<file path="src/rtl/pong_game_engine.sv">
// pong_game_engine: frame-rate game state for the pong renderer.
// Owns paddle, ball and score registers and the serve/play/point/game-over
// sequencing. Everything advances only on refresh_tick.
module pong_game_engine #(
  parameter int PADDLE_VEL  = 3,
  parameter int BALL_VEL    = 2,
  parameter int POINT_DELAY = 60,
  parameter int WIN_SCORE   = 9
) (
  input  logic       clk,
  input  logic       reset,
  input  logic       refresh_tick,
  input  logic       btn_left_up,
  input  logic       btn_left_down,
  input  logic       btn_right_up,
  input  logic       btn_right_down,
  input  logic       serve,
  output logic [9:0] paddle_left_pos,
  output logic [9:0] paddle_right_pos,
  output logic [9:0] ball_pos_x,
  output logic [9:0] ball_pos_y,
  output logic [3:0] score_left,
  output logic [3:0] score_right,
  output logic [1:0] game_state
);

  typedef enum logic [1:0] {
    SERVE     = 2'd0,
    PLAY      = 2'd1,
    POINT     = 2'd2,
    GAME_OVER = 2'd3
  } state_t;

  // Geometry, all in 11 bits so that subtraction near zero cannot wrap.
  localparam logic [10:0] PVEL        = 11'(PADDLE_VEL);
  localparam logic [10:0] BVEL        = 11'(BALL_VEL);
  localparam logic [10:0] PADDLE_MAX  = 11'd430;
  localparam logic [10:0] PADDLE_H    = 11'd50;
  localparam logic [10:0] BALL_SIZE   = 11'd10;
  localparam logic [10:0] BALL_Y_MAX  = 11'd470;
  localparam logic [10:0] LEFT_STOP   = 11'd16;
  localparam logic [10:0] RIGHT_STOP  = 11'd610;
  localparam logic [10:0] RIGHT_EDGE  = 11'd630;
  localparam logic [9:0]  PADDLE_HOME = 10'd215;
  localparam logic [9:0]  BALL_X0     = 10'd315;
  localparam logic [9:0]  BALL_Y0     = 10'd235;
  localparam logic [3:0]  WIN         = 4'(WIN_SCORE);
  localparam int          CW          = (POINT_DELAY > 1) ? $clog2(POINT_DELAY) : 1;
  localparam logic [CW-1:0] CNT_LAST  = CW'(POINT_DELAY - 1);

  state_t        state_q, state_d;
  logic [9:0]    pl_q, pl_d, pr_q, pr_d;
  logic [9:0]    bx_q, bx_d, by_q, by_d;
  logic [3:0]    sl_q, sl_d, sr_q, sr_d;
  logic          dir_right_q, dir_right_d;
  logic          dir_down_q, dir_down_d;
  logic [CW-1:0] cnt_q, cnt_d;

  logic [10:0]   x_ext, y_ext, pl_ext, pr_ext;
  logic          ov_left, ov_right;

  // One frame of paddle motion, clamped to the screen.
  function automatic logic [9:0] paddle_step(input logic [9:0] pos,
                                             input logic up, input logic down);
    logic [10:0] p;
    p = {1'b0, pos};
    if (up && !down)
      p = (p > PVEL) ? p - PVEL : 11'd0;
    else if (down && !up)
      p = (p + PVEL > PADDLE_MAX) ? PADDLE_MAX : p + PVEL;
    return 10'(p);
  endfunction

  // Next-state and next-frame values; dir_right at the moment of a miss also
  // records who scored (moving right means the left player scored).
  always_comb begin
    state_d     = state_q;
    pl_d        = pl_q;
    pr_d        = pr_q;
    bx_d        = bx_q;
    by_d        = by_q;
    sl_d        = sl_q;
    sr_d        = sr_q;
    dir_right_d = dir_right_q;
    dir_down_d  = dir_down_q;
    cnt_d       = cnt_q;

    x_ext    = {1'b0, bx_q};
    y_ext    = {1'b0, by_q};
    pl_ext   = {1'b0, pl_q};
    pr_ext   = {1'b0, pr_q};
    ov_left  = (y_ext + BALL_SIZE > pl_ext) && (y_ext < pl_ext + PADDLE_H);
    ov_right = (y_ext + BALL_SIZE > pr_ext) && (y_ext < pr_ext + PADDLE_H);

    case (state_q)
      SERVE: begin
        pl_d = paddle_step(pl_q, btn_left_up, btn_left_down);
        pr_d = paddle_step(pr_q, btn_right_up, btn_right_down);
        if (serve)
          state_d = PLAY;
      end

      PLAY: begin
        pl_d = paddle_step(pl_q, btn_left_up, btn_left_down);
        pr_d = paddle_step(pr_q, btn_right_up, btn_right_down);

        if (!dir_down_q) begin
          if (y_ext <= BVEL) begin
            by_d       = '0;
            dir_down_d = 1'b1;
          end else begin
            by_d = 10'(y_ext - BVEL);
          end
        end else begin
          if (y_ext + BVEL >= BALL_Y_MAX) begin
            by_d       = 10'(BALL_Y_MAX);
            dir_down_d = 1'b0;
          end else begin
            by_d = 10'(y_ext + BVEL);
          end
        end

        if (!dir_right_q) begin
          if (x_ext >= LEFT_STOP && x_ext <= LEFT_STOP + BVEL && ov_left) begin
            bx_d        = 10'(LEFT_STOP);
            dir_right_d = 1'b1;
          end else if (x_ext <= BVEL) begin
            state_d = POINT;
            cnt_d   = '0;
            if (sr_q < WIN)
              sr_d = sr_q + 4'd1;
          end else begin
            bx_d = 10'(x_ext - BVEL);
          end
        end else begin
          if (x_ext >= RIGHT_STOP - BVEL && x_ext <= RIGHT_STOP && ov_right) begin
            bx_d        = 10'(RIGHT_STOP);
            dir_right_d = 1'b0;
          end else if (x_ext + BVEL >= RIGHT_EDGE) begin
            state_d = POINT;
            cnt_d   = '0;
            if (sl_q < WIN)
              sl_d = sl_q + 4'd1;
          end else begin
            bx_d = 10'(x_ext + BVEL);
          end
        end
      end

      POINT: begin
        if (cnt_q == CNT_LAST) begin
          if ((dir_right_q ? sl_q : sr_q) == WIN) begin
            state_d = GAME_OVER;
          end else begin
            state_d    = SERVE;
            bx_d       = BALL_X0;
            by_d       = BALL_Y0;
            dir_down_d = 1'b1;
          end
        end else begin
          cnt_d = cnt_q + CW'(1);
        end
      end

      GAME_OVER: begin
        if (serve) begin
          state_d    = SERVE;
          sl_d       = '0;
          sr_d       = '0;
          pl_d       = PADDLE_HOME;
          pr_d       = PADDLE_HOME;
          bx_d       = BALL_X0;
          by_d       = BALL_Y0;
          dir_down_d = 1'b1;
        end
      end

      default: state_d = SERVE;
    endcase
  end

  // Frame registers: reset wins, otherwise load only on refresh_tick.
  always_ff @(posedge clk) begin
    if (reset) begin
      state_q     <= SERVE;
      pl_q        <= PADDLE_HOME;
      pr_q        <= PADDLE_HOME;
      bx_q        <= BALL_X0;
      by_q        <= BALL_Y0;
      sl_q        <= '0;
      sr_q        <= '0;
      dir_right_q <= 1'b1;
      dir_down_q  <= 1'b1;
      cnt_q       <= '0;
    end else if (refresh_tick) begin
      state_q     <= state_d;
      pl_q        <= pl_d;
      pr_q        <= pr_d;
      bx_q        <= bx_d;
      by_q        <= by_d;
      sl_q        <= sl_d;
      sr_q        <= sr_d;
      dir_right_q <= dir_right_d;
      dir_down_q  <= dir_down_d;
      cnt_q       <= cnt_d;
    end
  end

  assign paddle_left_pos  = pl_q;
  assign paddle_right_pos = pr_q;
  assign ball_pos_x       = bx_q;
  assign ball_pos_y       = by_q;
  assign score_left       = sl_q;
  assign score_right      = sr_q;
  assign game_state       = state_q;

endmodule

</file>
<file path="config.mk">
export PLATFORM = sky130hd
export DESIGN_NAME = pong_game_engine
export DESIGN_NICKNAME = d
export VERILOG_FILES = /design/src/rtl/pong_game_engine.sv
export SDC_FILE = /design/constraint.sdc
export NUM_CORES = 1
export LEC_CHECK = 0
export ABC_CLOCK_PERIOD_IN_PS = 3600
export BUFFER_PORTS_ARGS = -buffer_cell sky130_fd_sc_hd__buf_2
export CAP_MARGIN = 15
export CORE_UTILIZATION = 48
export CTS_CLUSTER_DIAMETER = 50
export DETAILED_ROUTE_END_ITERATION = 6
export PLACE_DENSITY = 0.67
export SYNTH_ARGS = -nofsm -noshare
export SYNTH_HDL_FRONTEND = slang
export SYNTH_SLANG_ARGS = --single-unit
export TNS_END_PERCENT = 30
</file>
<file path="constraint.sdc">
create_clock -name clk -period 3.6 [get_ports clk]
set_input_delay 0.72 -clock clk [delete_from_list [all_inputs] [get_ports clk]]
set_output_delay 0.72 -clock clk [all_outputs]
set_load 0.02 [all_outputs]
</file>
==> qor_table.md <==
| Metric | Reported |
|:---|:---|
| Result of the run | finished, final reports clean |
| Transition time at the pin with the least slew margin | 755 ps |
| Number of antenna violations at the first check in global routing | 0 |
| Post-detail-place hpwl | 14500 µm |
| Final worst setup slack | 409 ps |
| Layout Skew | 5.36 ps |
| # Post-CTS Setup Buffers | 0 |
| Area growth from synthesis to layout | 12.9% |
| Number of synthesized register bits | 58 |
| Total of warnings raised by yosys | 0 |
| Remaining design rule violation count | 0 |
| Top-Level Pins | 58 |
| Aggregate routed wire length | 19200 µm |
| Number of inserted filler cells in the final layout | 1203 |
| TritonCTS clock tree | done |
| CP cell instances | buf_4, a21oi_1, nor2_1, xor2_1, ha_1, nand4_1, a211oi_1, a21oi_1, a2111oi_4, a21oi_1, mux2_2, a22o_1 |
| Most common cell after layout, fill and taps aside | sky130_fd_sc_hd__nand2_1 |
| Number of maximum-capacitance violations | 0 |
| Antenna-violating nets left | 0 |
| Critical path required time | 3830 ps |
| Reg2Reg Capture Point | ball_pos_x[2] |
| H-tree lvl count | 3 |
| Crit start category | flop |
| Wire length of the first global-routing pass | 31600 µm |
| Vias per std cell | 6.33 |
| RSZ-0062 raised after global routing | no |
| Peak VDD IR | 267 µV |
| Overall track demand over capacity in global routing | 30.3% |
| Final setup violation count | 0 |
| Leakage power total | 2.79 nW |
| Cell count of the worst hold path | 2 |
| Starting density of the core | 49.7% |
| Register clock-pin slew on the reported worst setup and hold paths | 50 ps |
| Drt first-iter violations | 551 |
| Critical register-to-register path startpoint | ball_pos_y[1] |
| Pre-CTS worst setup slack | 438 ps |
| Weighted congestion at the end of routability-driven global placement | 0.953 |
| Number of enable flip-flop cells after synthesis | 0 |
| Type of element capturing the critical path | flop |
| Final hold violations | 0 |
| Top FF cell, synth | sky130_fd_sc_hd__dfxtp_1 |
| Die width | 114 µm |
| Max incr delay on CP | 530 ps |
| Fin nets | 952 |
| Hold/Removal Path Class | reg -> reg |
| Proportion of synthesized chip area in sequential cells | 19.3% |
| Clock insertion delay at the later pin of the skew report | 340 ps |
| Overflow left after global routing | 0 |
| CP top delay family | compound AO/OA/AOI/OAI gates |
| Total nets after synthesis | 903 |
| Post-cts sizing count | 0 |
| Netlist area before placement | 6020 µm² |
| Maximum number of pins on one net before global-route repair | 35 |
| Core Box Area | 12100 µm² |
| End point of the worst hold path | cnt_q[4] |
| Share of final-layout standard cells stronger than drive strength 1 | 12.9% |
| Max Buffers Root-to-Sink | 2 |
| Mean instance size in the synthesized netlist | 7.22 µm² |
| Relative slew slack | 49.6% |
| Post-Route Setup TNS | 0 ps |
| Count of clock tree sinks | 58 |
| Worst-path fanout max | 13 |
| Slew Viols, Final | 0 |
| CTS Root Cell | sky130_fd_sc_hd__clkbuf_16 |
| Row Count | 40 |
| Peak clock frequency supported by timing | 0.313 GHz |
| Number of buffers added to fix hold violations after cts | 0 |
| Count of cell types in the netlist | 75 |
| Height of the chip | 114 µm |
| Number of optimization iterations in the first detailed-route pass | 5 |
| Sum of internal, switching and leakage power | 2.10 mW |
| Share of synthesized registers carrying an async set or reset | 0% |
| Library cell appearing most often on the critical path | sky130_fd_sc_hd__a21oi_1 |
| Antenna Cells | 0 |
| Synthesized netlist cell count | 834 |
| Pwr dens | 309 nW/µm² |
| Worst path arrival time | 3420 ps |
| Type of the worst setup path | reg -> reg |
| Final routed wire length divided by cell count | 18.2 µm |
| Total buffers and inverters traversed by the critical path | 1 |
| Commonest cells after routing, fill and taps aside | sky130_fd_sc_hd__nand2_1 (75), sky130_fd_sc_hd__a21oi_1 (74), sky130_fd_sc_hd__nor2_1 (70) |
| Hold Path Origin | cnt_q[4] |
| Highest-delay cell along the critical path | sky130_fd_sc_hd__a2111oi_4 |
| DR vias | 6667 |
| Worst Reg-to-Reg Cells | 12 |
| Number of global-route vias before repair | 6230 |
| Count of buffers inserted at the top-level ports | 57 |
| Final period demand of the worst path | 3190 ps |
| Total CTS buffers | 9 |
| Area of the die | 13000 µm² |
| Reg2reg setup slack | 410 ps |
| Final period utilization | 88.6% |
[metrics by stage]
| stage | hold slack, ps | area [µm²] | cells | util [%] |
|---|---|---|---|---|
| finish | 490 | 6800 | 1054 | 56.1 |
| global route | 539 | 6800 | 1054 | 56.1 |
| CTS | 492 | 6800 | 1054 | 56.1 |
| detailed placement | 484 | 6540 | 1040 | 54.0 |
| global placement | 475 | 6540 | 1040 | 54.0 |
| floorplan | 459 | 6020 | 834 | - |
[registers in the layout (all words and copies together), names as in the netlist]
name,flops
dir_down_q,1
game_state,2
ball_pos_x,10
score_left,4
paddle_right_pos,10
score_right,4
paddle_left_pos,10
dir_right_q,1
ball_pos_y,10
cnt_q,6
[logic make-up (layout without fill, tap and decap cells)]
family	after synthesis	in the layout	synth area share [%]
and+or+nand+nor	312	312	25.9
AOI/OAI and AO/OA	267	267	29.3
buffers and inverters	89	141	5.82
adders and majority gates	61	61	12.7
DFF	58	58	19.3
xor gates and xnor gates	39	39	5.67
muxes	8	8	1.35
[synthesized netlist by cell type (3+ instances only)]
| library cell | count | area, µm² |
|---|---|---|
| sky130_fd_sc_hd__inv_1 | 39 | 146 |
| sky130_fd_sc_hd__a221o_1 | 3 | 30.0 |
| sky130_fd_sc_hd__or4_1 | 3 | 22.5 |
| sky130_fd_sc_hd__o41ai_1 | 3 | 26.3 |
| sky130_fd_sc_hd__nand2b_1 | 18 | 113 |
| sky130_fd_sc_hd__nand3_1 | 34 | 170 |
| sky130_fd_sc_hd__o2111ai_1 | 5 | 43.8 |
| sky130_fd_sc_hd__nor2b_1 | 12 | 75.1 |
| sky130_fd_sc_hd__a22oi_1 | 4 | 30.0 |
| sky130_fd_sc_hd__ha_1 | 61 | 763 |
| sky130_fd_sc_hd__o21a_1 | 5 | 37.5 |
| sky130_fd_sc_hd__a211oi_1 | 14 | 105 |
| sky130_fd_sc_hd__and3_1 | 10 | 62.6 |
| sky130_fd_sc_hd__mux2i_1 | 7 | 70.1 |
| sky130_fd_sc_hd__a41oi_1 | 5 | 43.8 |
| sky130_fd_sc_hd__xnor2_1 | 31 | 272 |
| sky130_fd_sc_hd__xor2_1 | 8 | 70.1 |
| sky130_fd_sc_hd__dfxtp_1 | 58 | 1160 |
| sky130_fd_sc_hd__or3_1 | 11 | 68.8 |
| sky130_fd_sc_hd__clkbuf_1 | 39 | 146 |
| sky130_fd_sc_hd__a2111oi_0 | 4 | 35.0 |
| sky130_fd_sc_hd__o211ai_1 | 8 | 60.1 |
| sky130_fd_sc_hd__a32o_1 | 3 | 30.0 |
| sky130_fd_sc_hd__a31oi_1 | 12 | 75.1 |
| sky130_fd_sc_hd__a21o_1 | 14 | 105 |
| sky130_fd_sc_hd__a211o_1 | 3 | 26.3 |
| sky130_fd_sc_hd__o31ai_1 | 6 | 45.0 |
| sky130_fd_sc_hd__o21ai_0 | 59 | 295 |
| sky130_fd_sc_hd__nor4_1 | 12 | 75.1 |
| sky130_fd_sc_hd__nand2_1 | 75 | 282 |
| sky130_fd_sc_hd__o22ai_1 | 6 | 37.5 |
| sky130_fd_sc_hd__a311oi_1 | 6 | 52.6 |
| sky130_fd_sc_hd__o32ai_1 | 3 | 26.3 |
| sky130_fd_sc_hd__a21oi_1 | 74 | 370 |
| sky130_fd_sc_hd__nor3_1 | 30 | 150 |
| sky130_fd_sc_hd__or2_2 | 6 | 37.5 |
| sky130_fd_sc_hd__nor2_1 | 70 | 263 |
| sky130_fd_sc_hd__o32a_1 | 4 | 40.0 |
| sky130_fd_sc_hd__nand4_1 | 9 | 56.3 |
| sky130_fd_sc_hd__buf_2 | 7 | 35.0 |
| sky130_fd_sc_hd__and2_1 | 8 | 50.1 |
[final cells by class]
cell class	instances	area [µm²]	share of cell area, %
well taps	168	210	3.09
repair buffers	86	503	7.40
flip-flops and latches	58	1160	17.1
clock inverters	3	17.5	0.258
inverters	41	154	2.26
multi-input cells	687	4510	66.3
clock buffers	11	243	3.57
[routing by layer]
| metal | up-vias | part of all wire [%] | global-route usage, % |
|---|---|---|---|
| met3 | 45 | 7.6 | 6.00 |
| met4 | 0 | 2.6 | 13.2 |
| met1 | 3131 | 46 | 40.8 |
| met2 | 304 | 44 | 47.0 |
| li1 | 3187 | - | - |
| met5 | - | 0 | 0 |
[how the worst max path moves through the flow]
stage | startpoint | end | cells after the start
after global routing | ball_pos_y[1] | ball_pos_x[5] | 12
after detailed placement | ball_pos_y[1] | ball_pos_x[2] | 12
final | ball_pos_y[1] | ball_pos_x[2] | 12
after global placement | ball_pos_y[1] | ball_pos_x[5] | 12
after CTS | ball_pos_y[1] | ball_pos_x[5] | 12
after floorplan | ball_pos_y[2] | ball_pos_x[4] | 13
[report_power, final]
part | switching (mW) | internal, mW
Clock | 0.307 | 0.473
Sequential | 0.0531 | 0.666
Combinational | 0.373 | 0.230
Total | 0.733 | 1.37
[worst register-to-register path: cells and delay by family (launching register included)]
kind	cells	cell delay, ps
AO/OA/AOI/OAI	6	1570
adder cells (fa/ha/maj)	1	320
flip-flops	1	310
multiplexers	1	310
AND/OR/NAND/NOR	2	220
buffers and inverters	1	180
XOR/XNOR	1	180
Note: power is estimated with default switching activity, not from simulation.
